==> config.mk <==
export PLATFORM = sky130hd
export DESIGN_NAME = run_detector
export DESIGN_NICKNAME = d
export VERILOG_FILES = /design/src/rtl/run_detector.sv
export SDC_FILE = /design/constraint.sdc
export NUM_CORES = 1
export LEC_CHECK = 0
export ABC_CLOCK_PERIOD_IN_PS = 3600
export CELL_PAD_IN_SITES_DETAIL_PLACEMENT = 0
export CELL_PAD_IN_SITES_GLOBAL_PLACEMENT = 1
export CORE_ASPECT_RATIO = 0.6
export CORE_MARGIN = 2
export CORE_UTILIZATION = 30
export DETAILED_ROUTE_END_ITERATION = 12
export PLACE_DENSITY = 0.75
export SYNTH_ARGS = -nofsm -noshare
export SYNTH_HDL_FRONTEND = slang
export SYNTH_SLANG_ARGS = --single-unit
==> constraint.sdc <==
create_clock -name i_clk -period 3.6 [get_ports i_clk]
set_input_delay 0.36 -clock i_clk [delete_from_list [all_inputs] [get_ports i_clk]]
set_output_delay 0.36 -clock i_clk [all_outputs]
set_load 0.01 [all_outputs]
==> src/rtl/run_detector.sv <==
// run_detector
//   Tracks the length of the current run of identical bits on a serial input
//   and flags runs that reach RUN_LEN. Depending on i_mode it looks for runs
//   of 1s, runs of 0s, runs of either value, or nothing.
//
// Ports
//   i_clk       system clock; all state changes on the rising edge
//   i_rst       synchronous reset, active-high; priority over i_clear
//   i_x         serial data bit, sampled every rising edge
//   i_mode      00 runs of 1, 01 runs of 0, 10 either value, 11 disabled
//   i_clear     synchronous restart of run tracking; o_det_cnt is kept
//   o_z         level: qualifying run length >= RUN_LEN
//   o_z_pulse   one cycle when a qualifying run length first reaches RUN_LEN
//   o_run_val   bit value of the current run
//   o_run_cnt   length of the current run, saturating at 2^CNT_W-1
//   o_det_cnt   number of o_z_pulse events since reset, wrapping
//
// All outputs are registered; there is no combinational path from i_x.

module run_detector #(
    parameter int unsigned RUN_LEN = 3,
    parameter int unsigned CNT_W   = 4,
    parameter int unsigned DET_W   = 8
) (
    input  logic             i_clk,
    input  logic             i_rst,
    input  logic             i_x,
    input  logic [1:0]       i_mode,
    input  logic             i_clear,
    output logic             o_z,
    output logic             o_z_pulse,
    output logic             o_run_val,
    output logic [CNT_W-1:0] o_run_cnt,
    output logic [DET_W-1:0] o_det_cnt
);

    typedef enum logic [1:0] {
        StIdle = 2'b00,
        StRun1 = 2'b01,
        StRun0 = 2'b10
    } state_e;

    localparam logic [CNT_W-1:0] RunLenC = CNT_W'(RUN_LEN);
    localparam logic [CNT_W-1:0] CntMax  = {CNT_W{1'b1}};
    localparam logic [CNT_W-1:0] CntOne  = {{(CNT_W-1){1'b0}}, 1'b1};

    state_e           r_state,   w_state_d;
    logic [CNT_W-1:0] r_run_cnt, w_run_cnt_d;
    logic             r_run_val, w_run_val_d;
    logic             r_z,       w_z_d;
    logic             r_z_pulse, w_z_pulse_d;
    logic [DET_W-1:0] r_det_cnt, w_det_cnt_d;
    logic             w_advance;  // count incremented or restarted on this edge
    logic             w_qual;

    always_ff @(posedge i_clk) begin
        if (i_rst) begin
            r_state   <= StIdle;
            r_run_cnt <= '0;
            r_run_val <= 1'b0;
            r_z       <= 1'b0;
            r_z_pulse <= 1'b0;
            r_det_cnt <= '0;
        end else begin
            r_state   <= w_state_d;
            r_run_cnt <= w_run_cnt_d;
            r_run_val <= w_run_val_d;
            r_z       <= w_z_d;
            r_z_pulse <= w_z_pulse_d;
            r_det_cnt <= w_det_cnt_d;
        end
    end

    // Run tracking
    always_comb begin
        w_state_d   = r_state;
        w_run_cnt_d = r_run_cnt;
        w_run_val_d = r_run_val;
        w_advance   = 1'b0;

        if (i_clear) begin
            // Sample on this edge is discarded; run_val is left as it was.
            w_state_d   = StIdle;
            w_run_cnt_d = '0;
        end else begin
            unique case (r_state)
                StRun1, StRun0: begin
                    if (i_x == (r_state == StRun1)) begin
                        // Saturated runs hold without advancing, so no re-pulse.
                        if (r_run_cnt != CntMax) begin
                            w_run_cnt_d = r_run_cnt + CntOne;
                            w_advance   = 1'b1;
                        end
                    end else begin
                        w_run_cnt_d = CntOne;
                        w_run_val_d = i_x;
                        w_state_d   = i_x ? StRun1 : StRun0;
                        w_advance   = 1'b1;
                    end
                end
                default: begin
                    w_run_cnt_d = CntOne;
                    w_run_val_d = i_x;
                    w_state_d   = i_x ? StRun1 : StRun0;
                    w_advance   = 1'b1;
                end
            endcase
        end
    end

    // Qualification on next-state values
    always_comb begin
        w_qual = 1'b0;
        unique case (i_mode)
            2'b00:   w_qual = w_run_val_d;
            2'b01:   w_qual = ~w_run_val_d;
            2'b10:   w_qual = 1'b1;
            default: w_qual = 1'b0;
        endcase
    end

    always_comb begin
        w_z_d       = 1'b0;
        w_z_pulse_d = 1'b0;
        if (!i_clear) begin
            w_z_d       = w_qual && (w_run_cnt_d >= RunLenC);
            w_z_pulse_d = w_qual && (w_run_cnt_d == RunLenC) && w_advance;
        end
        w_det_cnt_d = r_det_cnt + {{(DET_W-1){1'b0}}, w_z_pulse_d};
    end

    assign o_z       = r_z;
    assign o_z_pulse = r_z_pulse;
    assign o_run_val = r_run_val;
    assign o_run_cnt = r_run_cnt;
    assign o_det_cnt = r_det_cnt;

endmodule

==> run metrics, run 1 <==
outcome=complete, no violations; CP Capture Point=o_det_cnt[7]$_SDFF_PP0_; yosys warns=0; vias per cell=4.70; WP data arrival=2.60 ns; fin crit period=2.47 ns; main combinational cell family by area after synthesis=simple AND/OR/NAND/NOR gates; post-synthesis xor/xnor area fraction=0.0843; die height=44.8 um; CTS Hold Bufs=0; Remaining DRCs=0; clk sinks=17; Reg area=340 um^2; post-CTS sizing=0; max cap viols=0; Reg2Reg Depth=10; diode count=0; Starting Density=0.323; Synth-to-Final Area Change=33.0%; Finished Layout Cells=148; fraction of layout cells with a size suffix above 1=0.0776; PortBufs=20; # H-tree levels=1; Core ar.=2570 um^2; post-route design area=1100 um^2; nets@finish=127; Final Worst Setup Slack=1.13 ns; vias in the first global route=612; final hold vios=0; post-route ant nets=0; Tcrit/Tclk final=0.686; multiplexer share of the synthesized area=0.0120; global-route wire length before repair=2.85 mm; syn avg cell area=8.93 um^2; WP data required=3.73 ns; # setup viols final=0; TritonCTS buffer count=3; DR WL/cell=11.7 um; Synth Area in Compound Gates=0.104; clk_skew=0.000451 ns; DP Worst Slack=0.969 ns; dpl cells=144; FMAX=0.405 GHz; placed standard-cell area=1060 um^2; CTS root buffer=clkbuf_8; IO Count=21; Post-Route Setup TNS=0 ns; Post-synth EDFFs=0; Clk Latency, worst-skew pair=0.25 ns; CTS max path bufs=2; # fillers=252; gr usage total=0.118; Max IR drop VDD=0.143 mV; crit start category=flop; Slew headroom=0.751; total wire length=1.73 mm; initial antenna violation count=0; post-synthesis cell count=93; post-synthesis cell type count=34; Congestion Overflow GR=0; largest net degree at the start of global routing=11; unrepaired setup endpoints after global routing=no; FF-to-FF Start=o_run_cnt[0]$_SDFF_PP0_; Synth Area in Adders=0.0602; Die W=71.9 um; HPWL after DPL=1.34 mm; PD cells=338 nW/um^2; Core Util, Final=0.429; Final Max Tran Viols=0; sequential element share of the synthesized area=0.410; CTS clock-pin slew for the worst setup and hold paths=0.06 ns; ys flop type=dfxtp_1; DR iter-0 viols=41; multi-input logic area=457 um^2; CP Capture Type=flop; LEAKAGE=0.412 nW; Worst R2R Setup Slack=1.13 ns; Vias=696; Post-CTS Setup Bufs=0; reg-to-reg endpoint=o_det_cnt[7]$_SDFF_PP0_; Mapped Area=831 um^2; ys async rst share=0; CTS tree=built; crit path launch=o_run_cnt[0]$_SDFF_PP0_; hold slack final=0.463 ns; Site Rows=14; synthesized flop and latch total=17; drt first pass iters=4; die area=3220 um^2; Total Power=0.374 mW; critical setup path kind=flop to flop; Crit Path Max Fanout=7; measured slew at the worst slew-check pin=0.372 ns; worst hold path type=flop to flop; Synthesized Nets=103; Synth Area in Simple Gates=0.289; Placer Congestion=0.739
[layer usage]
layer | vias up | track usage | part of all wire
met4 | 0 | 0.0340 | 0.0069
met5 | - | 0 | 0
met1 | 316 | 0.171 | 0.54
li1 | 364 | - | -
met3 | 2 | 0.0424 | 0.040
met2 | 14 | 0.165 | 0.41
[final cells by class]
type                            count  share of cell area
Multi-Input combinational cell     69               0.413
Timing Repair Buffer               20               0.181
Clock buffer                        4              0.0408
Inverter                            6              0.0204
Tap cell                           32              0.0362
Sequential cell                    17               0.308
[synthesized netlist by cell type (all sizes together) (2+ instances only)]
library cell  count  area share
dfxtp            17        0.41
nor2             13       0.059
o21ai             3       0.018
nand3             3       0.018
xor2              4       0.042
or3               2       0.021
nand4             2       0.015
or2               2       0.018
nand2b            3       0.023
ha                4       0.060
inv               6       0.027
nor3              3       0.024
and3              2       0.015
nand2             5       0.023
a21oi             6       0.041
xnor2             4       0.042
[cell usage in the layout, fill, tap and decap left out, types with 2 or more instances in the layout]
master,n
a21oi_1,5
and3_1,2
clkbuf_8,3
clkdlybuf4s50_1,20
dfxtp_1,17
ha_1,4
inv_1,6
nand2_1,5
nand2b_1,3
nand3_1,3
nand4_1,2
nor2_1,13
nor3_1,2
o21ai_0,3
xnor2_1,4
xor2_1,4
[critical path, stage by stage (launching register included)]
cell	delay, ns
dfxtp_1	0.37
ha_1	0.26
or2_2	0.32
and2_1	0.17
nor4b_1	0.25
and3_1	0.23
ha_1	0.23
nand2_1	0.09
nor3_1	0.22
xnor2_1	0.15
nor2_1	0.05
[state kept, by name, summed over array words and instances, names as in the netlist]
name	flops
r_state	2
o_det_cnt	8
o_z_pulse	1
o_run_cnt	4
o_run_val	1
o_z	1
[how the worst min path moves through the flow]
stage,slack (ns),from,cells past startpoint,endpoint
after floorplan,0.43,r_state[1]$_SDFFE_PP0P_,2,r_state[1]$_SDFFE_PP0P_
after global placement,0.44,r_state[1]$_SDFFE_PP0P_,2,r_state[1]$_SDFFE_PP0P_
after detailed placement,0.46,r_state[1]$_SDFFE_PP0P_,2,r_state[1]$_SDFFE_PP0P_
after CTS,0.47,r_state[1]$_SDFFE_PP0P_,2,r_state[1]$_SDFFE_PP0P_
after global routing,0.49,r_state[1]$_SDFFE_PP0P_,2,r_state[1]$_SDFFE_PP0P_
final,0.46,r_state[1]$_SDFFE_PP0P_,2,r_state[1]$_SDFFE_PP0P_
[power by group]
part | internal (mW) | switching [mW]
sequential | 0.191 | 0.00280
combinational | 0.0188 | 0.0194
clock | 0.0785 | 0.0629
[logic make-up after synthesis]
| group | count (synthesis) |
|---|---|
| compound gates | 14 |
| xor+xnor | 8 |
| fa+ha+maj | 4 |
| buf+inv | 7 |
| flops | 17 |
| mux | 1 |
| simple gates | 42 |
No activity file was read; power rests on OpenSTA's default activity.
==> run 2: changes to the inputs <==
--- a/config.mk
+++ b/config.mk
@@ -5,14 +5,14 @@
 export SDC_FILE = /design/constraint.sdc
 export NUM_CORES = 1
 export LEC_CHECK = 0
-export ABC_CLOCK_PERIOD_IN_PS = 3600
+export ABC_CLOCK_PERIOD_IN_PS = 2200
 export CELL_PAD_IN_SITES_DETAIL_PLACEMENT = 0
 export CELL_PAD_IN_SITES_GLOBAL_PLACEMENT = 1
 export CORE_ASPECT_RATIO = 0.6
 export CORE_MARGIN = 2
 export CORE_UTILIZATION = 30
 export DETAILED_ROUTE_END_ITERATION = 12
-export PLACE_DENSITY = 0.75
+export PLACE_DENSITY = 0.77
 export SYNTH_ARGS = -nofsm -noshare
 export SYNTH_HDL_FRONTEND = slang
 export SYNTH_SLANG_ARGS = --single-unit
==> constraint.sdc (replaced) <==
create_clock -name i_clk -period 2.2 [get_ports i_clk]
set_input_delay 0.22 -clock i_clk [delete_from_list [all_inputs] [get_ports i_clk]]
set_output_delay 0.22 -clock i_clk [all_outputs]
set_load 0.01 [all_outputs]
==> run metrics, run 2 (same netlist as run 1, synthesis figures left out) <==
outcome=complete, no violations; Die W=71.9 um (unchanged); # H-tree levels=1 (unchanged); HPWL after DPL=1.44 mm (+7.3%); initial antenna violation count=0 (unchanged); nets@finish=137 (+7.9%); crit-path max cell delay=0.33 ns (-0.04 ns); die area=3220 um^2 (unchanged); fraction of layout cells with a size suffix above 1=0.278 (+0.200); Site Rows=14 (unchanged); largest net degree at the start of global routing=10 (-1); PortBufs=20 (unchanged); CTS root buffer=clkbuf_8; most common cell after layout, fill and taps aside=clkdlybuf4s50_1; crit-path cells=ha_2 > or2_4 > and2_4 > nor4b_2 > and3_4 > ha_4 > nand2_1 > or3_1 > a21oi_2; Slew headroom=0.841 (+0.0896); Placer Congestion=0.789 (+6.7%); vias in the first global route=671 (+9.6%); gr usage total=0.130 (+0.0123); LEAKAGE=0.472 nW (+14%); clk sinks=17 (unchanged); DR WL/cell=12.5 um (+6.7%); clk_skew=0.00173 ns (+0.00128 ns); PD cells=499 nW/um^2 (+48%); CP top delay family=simple AND/OR/NAND/NOR gates; most frequent cells in the layout=clkdlybuf4s50_1 (20), dfxtp_1 (14), nor2_1 (13), buf_4 (9); Final Max Tran Viols=0 (unchanged); Core Util, Final=0.494 (+0.0646); drt first pass iters=4 (unchanged); Remaining DRCs=0 (unchanged); Clk Latency, worst-skew pair=0.25 ns (about the same); post-route ant nets=0 (unchanged); CTS tree=built; DP Worst Slack=-0.109 ns (-1.08 ns); FMAX=0.473 GHz (+17%); Congestion Overflow GR=0 (unchanged); CTS max path bufs=2 (unchanged); Max IR drop VDD=0.290 mV (+100%); TritonCTS buffer count=3 (unchanged); WP data required=2.39 ns (-1.34 ns); CTS Hold Bufs=0 (unchanged); worst hold path type=flop to flop; Crit Path Max Fanout=3 (-4); Final Worst Setup Slack=0.0864 ns (-1.05 ns); Buffers & Inverters on Critical Path=0 (unchanged); max reg flops=8 (unchanged); IO Count=21 (unchanged); vias per cell=4.68 (-0.41%); diode count=0 (unchanged); slowest cell on the critical path=or3_1; CP Capture Type=flop; global-route wire length before repair=3.08 mm (+8.2%); Vias=740 (+6.3%); die height=44.8 um (unchanged); Total Power=0.635 mW (+70%); Synth-to-Final Area Change=53.0%; measured slew at the worst slew-check pin=0.237 ns (-0.135 ns); total wire length=1.97 mm (+14%); CTS clock-pin slew for the worst setup and hold paths=0.06 ns (about the same); max cap viols=0 (unchanged); Tcrit/Tclk final=0.961 (+0.275); DR iter-0 viols=81 (+98%); fin crit period=2.11 ns (-0.355 ns); # setup viols final=0 (unchanged); WP data arrival=2.30 ns (-0.30 ns); crit start category=flop; critical setup path kind=flop to flop; Core ar.=2570 um^2 (unchanged); Starting Density=0.323 (unchanged); final hold vios=0 (unchanged)
run 2: cell types whose count changed in the layout (fill, tap and decap cells not counted), moves of 2 or more:
| cell | change |
|---|---|
| nand2b_1 | -2 |
| a21oi_1 | -2 |
| dfxtp_1 | -3 |
| nand2b_4 | +2 |
| buf_4 | +9 |
| dfxtp_2 | +3 |
| ha_4 | +2 |
| ha_1 | -3 |
run 2: where the power goes:
| group | leakage [nW] | switching [mW] | internal, mW |
|---|---|---|---|
| logic | 0.310 | 0.0415 | 0.0492 |
| clock network | 0.0228 | 0.0974 | 0.128 |
| registers | 0.139 | 0.00483 | 0.313 |
run 2: routing by layer:
layer,track usage,routed length (um),vias up
met3,0.0536,67,2
met2,0.183,878,11
met1,0.180,1000,340
met5,0,0,-
li1,-,-,387
met4,0.0453,22,0
run 2: final cells by class:
type	instances	area, um^2
Inverter	6	22.5
Multi-Input combinational cell	69	541
Clock buffer	4	45.0
Tap cell	32	40.0
Fill cell	235	1300
Sequential cell	17	344
Timing Repair Buffer	30	279
run 2: per-stage QoR:
step	area (um^2)	setup TNS (ns)	std cells	hold WS [ns]
after global placement	1130	-0.366	153	0.442
after global routing	1270	-0.0000873	158	0.484
after CTS	1210	0	157	0.459
after floorplan	838	0	93	0.401
final	1270	0	158	0.459
after detailed placement	1130	-0.487	153	0.449
run 2: what timing repair did:
| action | 4_1_cts | 5_1_grt |
|---|---|---|
| gates cloned | 0 | 0 |
| setup endpoints to repair | 4 | 6 |
| pin swaps | 1 | 3 |
| gates resized for setup | 5 | 11 |
| buffers inserted | 0 | 1 |
run 2: final timing paths:
path | startpoint | end | slack [ns] | cells after the start
worst min-delay path | r_state[1]$_SDFFE_PP0P_ | r_state[1]$_SDFFE_PP0P_ | 0.46 | 2
worst max register to register | o_run_cnt[0]$_SDFF_PP0_ | o_det_cnt[6]$_SDFF_PP0_ | 0.09 | 9
worst max-delay path | o_run_cnt[0]$_SDFF_PP0_ | o_det_cnt[6]$_SDFF_PP0_ | 0.09 | 9
worst min register to register | r_state[1]$_SDFFE_PP0P_ | r_state[1]$_SDFFE_PP0P_ | 0.46 | 2
run 2: worst reg2reg max path: stages (launching register included):
cell and delay, ns:
dfxtp_2 0.32, ha_2 0.18, or2_4 0.25, and2_4 0.15
nor4b_2 0.25, and3_4 0.24, ha_4 0.14, nand2_1 0.07
or3_1 0.33, a21oi_2 0.13
==> run 3: changes to the inputs <==
--- a/config.mk
+++ b/config.mk
@@ -5,14 +5,14 @@
 export SDC_FILE = /design/constraint.sdc
 export NUM_CORES = 1
 export LEC_CHECK = 0
-export ABC_CLOCK_PERIOD_IN_PS = 2200
+export ABC_CLOCK_PERIOD_IN_PS = 2400
 export CELL_PAD_IN_SITES_DETAIL_PLACEMENT = 0
 export CELL_PAD_IN_SITES_GLOBAL_PLACEMENT = 1
 export CORE_ASPECT_RATIO = 0.6
 export CORE_MARGIN = 2
 export CORE_UTILIZATION = 30
 export DETAILED_ROUTE_END_ITERATION = 12
-export PLACE_DENSITY = 0.77
+export PLACE_DENSITY = 0.75
 export SYNTH_ARGS = -nofsm -noshare
 export SYNTH_HDL_FRONTEND = slang
 export SYNTH_SLANG_ARGS = --single-unit
==> constraint.sdc (replaced) <==
create_clock -name i_clk -period 2.4 [get_ports i_clk]
set_input_delay 0.24 -clock i_clk [delete_from_list [all_inputs] [get_ports i_clk]]
set_output_delay 0.24 -clock i_clk [all_outputs]
set_load 0.01 [all_outputs]
==> run metrics, run 3 (same netlist as run 1, synthesis figures left out) <==
Core Util, Final=0.476 (-0.0175); initial antenna violation count=0 (unchanged); clk_skew=0.00272 ns (+0.000994 ns); Slew headroom=0.825 (-0.0160); PortBufs=20 (unchanged); Placer Congestion=0.791 (+0.18%); fraction of layout cells with a size suffix above 1=0.203 (-0.0745); # setup viols final=0 (unchanged); CTS clock-pin slew for the worst setup and hold paths=0.07 ns (about the same); worst hold path type=flop to flop; DR iter-0 viols=39 (-52%); reg-to-reg endpoint=o_det_cnt[5]$_SDFF_PP0_; Vias=732 (-1.1%); CTS max path bufs=2 (unchanged); Remaining DRCs=0 (unchanged); fin crit period=2.27 ns (+0.157 ns); Final Max Tran Viols=0 (unchanged); die area=3220 um^2 (unchanged); IO Count=21 (unchanged); Tcrit/Tclk final=0.946 (-0.0147); diode count=0 (unchanged); vias per cell=4.72 (+0.83%); Congestion Overflow GR=0 (unchanged); # H-tree levels=1 (unchanged); outcome=complete, no violations; max reg flops=8 (unchanged); Synth-to-Final Area Change=47.6%; Reg2Reg Depth=12 (+3); drt first pass iters=4 (unchanged); met2 WL=757 um (-14%); Reg area=340 um^2 (-1.1%); Core ar.=2570 um^2 (unchanged); Starting Density=0.323 (unchanged); CTS tree=built; total wire length=1.82 mm (-7.7%); Worst R2R Setup Slack=0.13 ns (+0.04 ns); crit path launch=r_state[1]$_SDFFE_PP0P_; most common cell after layout, fill and taps aside=clkdlybuf4s50_1; Crit Path Max Fanout=6 (+3); multi-input logic area=526 um^2 (-2.8%); WP data required=2.55 ns (+0.16 ns); CTS root buffer=clkbuf_8; TritonCTS buffer count=3 (unchanged); post-route ant nets=0 (unchanged); global-route wire length before repair=2.80 mm (-9.2%); measured slew at the worst slew-check pin=0.260 ns (+0.0227 ns); vias in the first global route=632 (-5.8%); Clk pwr share=0.368 (+0.012); FMAX=0.440 GHz (-6.9%); DR WL/cell=11.7 um (-5.9%); die height=44.8 um (unchanged); sequential share of power=0.506 (+0.004); Top Layer Used=met4; # fillers=231 (-1.7%); PD cells=470 nW/um^2 (-5.9%); Die W=71.9 um (unchanged); LEAKAGE=0.459 nW (-2.8%); CTS Hold Bufs=0 (unchanged); net switching power=0.133 mW (-7.5%); Finished Layout Cells=155 (-1.9%); Comb power frac=0.127 (-0.016); Max IR drop VDD=0.238 mV (-18%); WP data arrival=2.42 ns (+0.12 ns); CP Capture Point=o_det_cnt[5]$_SDFF_PP0_; CP Capture Type=flop; M1 WL=971 um (-3.0%); most frequent cells in the layout=clkdlybuf4s50_1 (20), dfxtp_1 (17), nor2_1 (13), buf_4 (7), inv_1 (6); DR WL met3=68 um (+1.5%); Site Rows=14 (unchanged); Switching Share=0.231 (+0.00443); final hold vios=0 (unchanged); dpl cells=149 (-2.6%); nets@finish=134 (-2.2%); gr usage total=0.119 (-0.0109); largest net degree at the start of global routing=10 (unchanged); clk sinks=17 (unchanged); HPWL after DPL=1.32 mm (-7.9%); Clk Latency, worst-skew pair=0.25 ns (about the same); crit start category=flop; critical setup path kind=flop to flop; FF-to-FF Start=r_state[1]$_SDFFE_PP0P_; max cap viols=0 (unchanged); Internal Power=0.443 mW (-9.8%)
## run 3: metrics by stage
stage	cell area (um^2)	hold slack, ns	TNS, ns	total power [mW]	setup WS [ns]
floorplan	831	0.427	0	0.332	0.130
global placement	1100	0.442	-0.0172	0.358	-0.0172
detailed placement	1100	0.448	-0.103	0.359	-0.0687
CTS	1150	0.458	0	0.573	0.0312
global route	1230	0.486	-0.00551	0.603	-0.00551
finish	1230	0.473	0	0.576	0.130
## run 3: worst min-delay path by stage
stage | startpoint | to | slack, ns | cells past startpoint
final | r_state[1]$_SDFFE_PP0P_ | r_state[1]$_SDFFE_PP0P_ | 0.47 | 2
after global routing | r_state[1]$_SDFFE_PP0P_ | r_state[1]$_SDFFE_PP0P_ | 0.49 | 2
after CTS | r_state[0]$_SDFFE_PP0P_ | r_state[0]$_SDFFE_PP0P_ | 0.46 | 2
after detailed placement | r_state[0]$_SDFFE_PP0P_ | r_state[0]$_SDFFE_PP0P_ | 0.45 | 2
after global placement | r_state[1]$_SDFFE_PP0P_ | r_state[1]$_SDFFE_PP0P_ | 0.44 | 2
after floorplan | i_rst | o_det_cnt[6]$_SDFF_PP0_ | 0.43 | 2
## run 3: power groups by stage
stage / Combinational [mW] / Sequential [mW] / Clock (mW)
after global placement: 0.0624 / 0.296 / 0
after global routing: 0.0800 / 0.292 / 0.231
after floorplan: 0.0333 / 0.298 / 0
after detailed placement: 0.0630 / 0.296 / 0
final: 0.0729 / 0.291 / 0.212
after CTS: 0.0643 / 0.290 / 0.219
## run 3: final cells by class
| class | count | share of cell area |
|---|---|---|
| sequential | 17 | 0.278 |
| tap | 32 | 0.0327 |
| inverter | 6 | 0.0184 |
| clock buffer | 4 | 0.0367 |
| multi-input combinational | 69 | 0.429 |
| timing repair buffer | 27 | 0.206 |
## run 3: timing repair
item,4_1_cts,5_1_grt
setup buffers,0,2
endpoints found under the hold margin,0,0
gates cloned,0,0
resized for setup,1,11
pin swaps,0,1
endpoints found under the setup margin,1,5
## run 3: critical path, cell delays in order (launching register included)
cell,delay (ns)
dfxtp_1,0.33
inv_1,0.07
ha_4,0.29
nand2b_4,0.13
a21oi_4,0.07
or4_4,0.43
and3_1,0.20
buf_4,0.14
ha_1,0.20
inv_1,0.07
nor2_1,0.05
xnor2_1,0.14
nor2_1,0.05
## run 3: metal layers
layer,up-vias,global-route usage
met5,-,0
met3,2,0.0469
met2,12,0.167
li1,378,-
met4,0,0.0453
met1,340,0.166
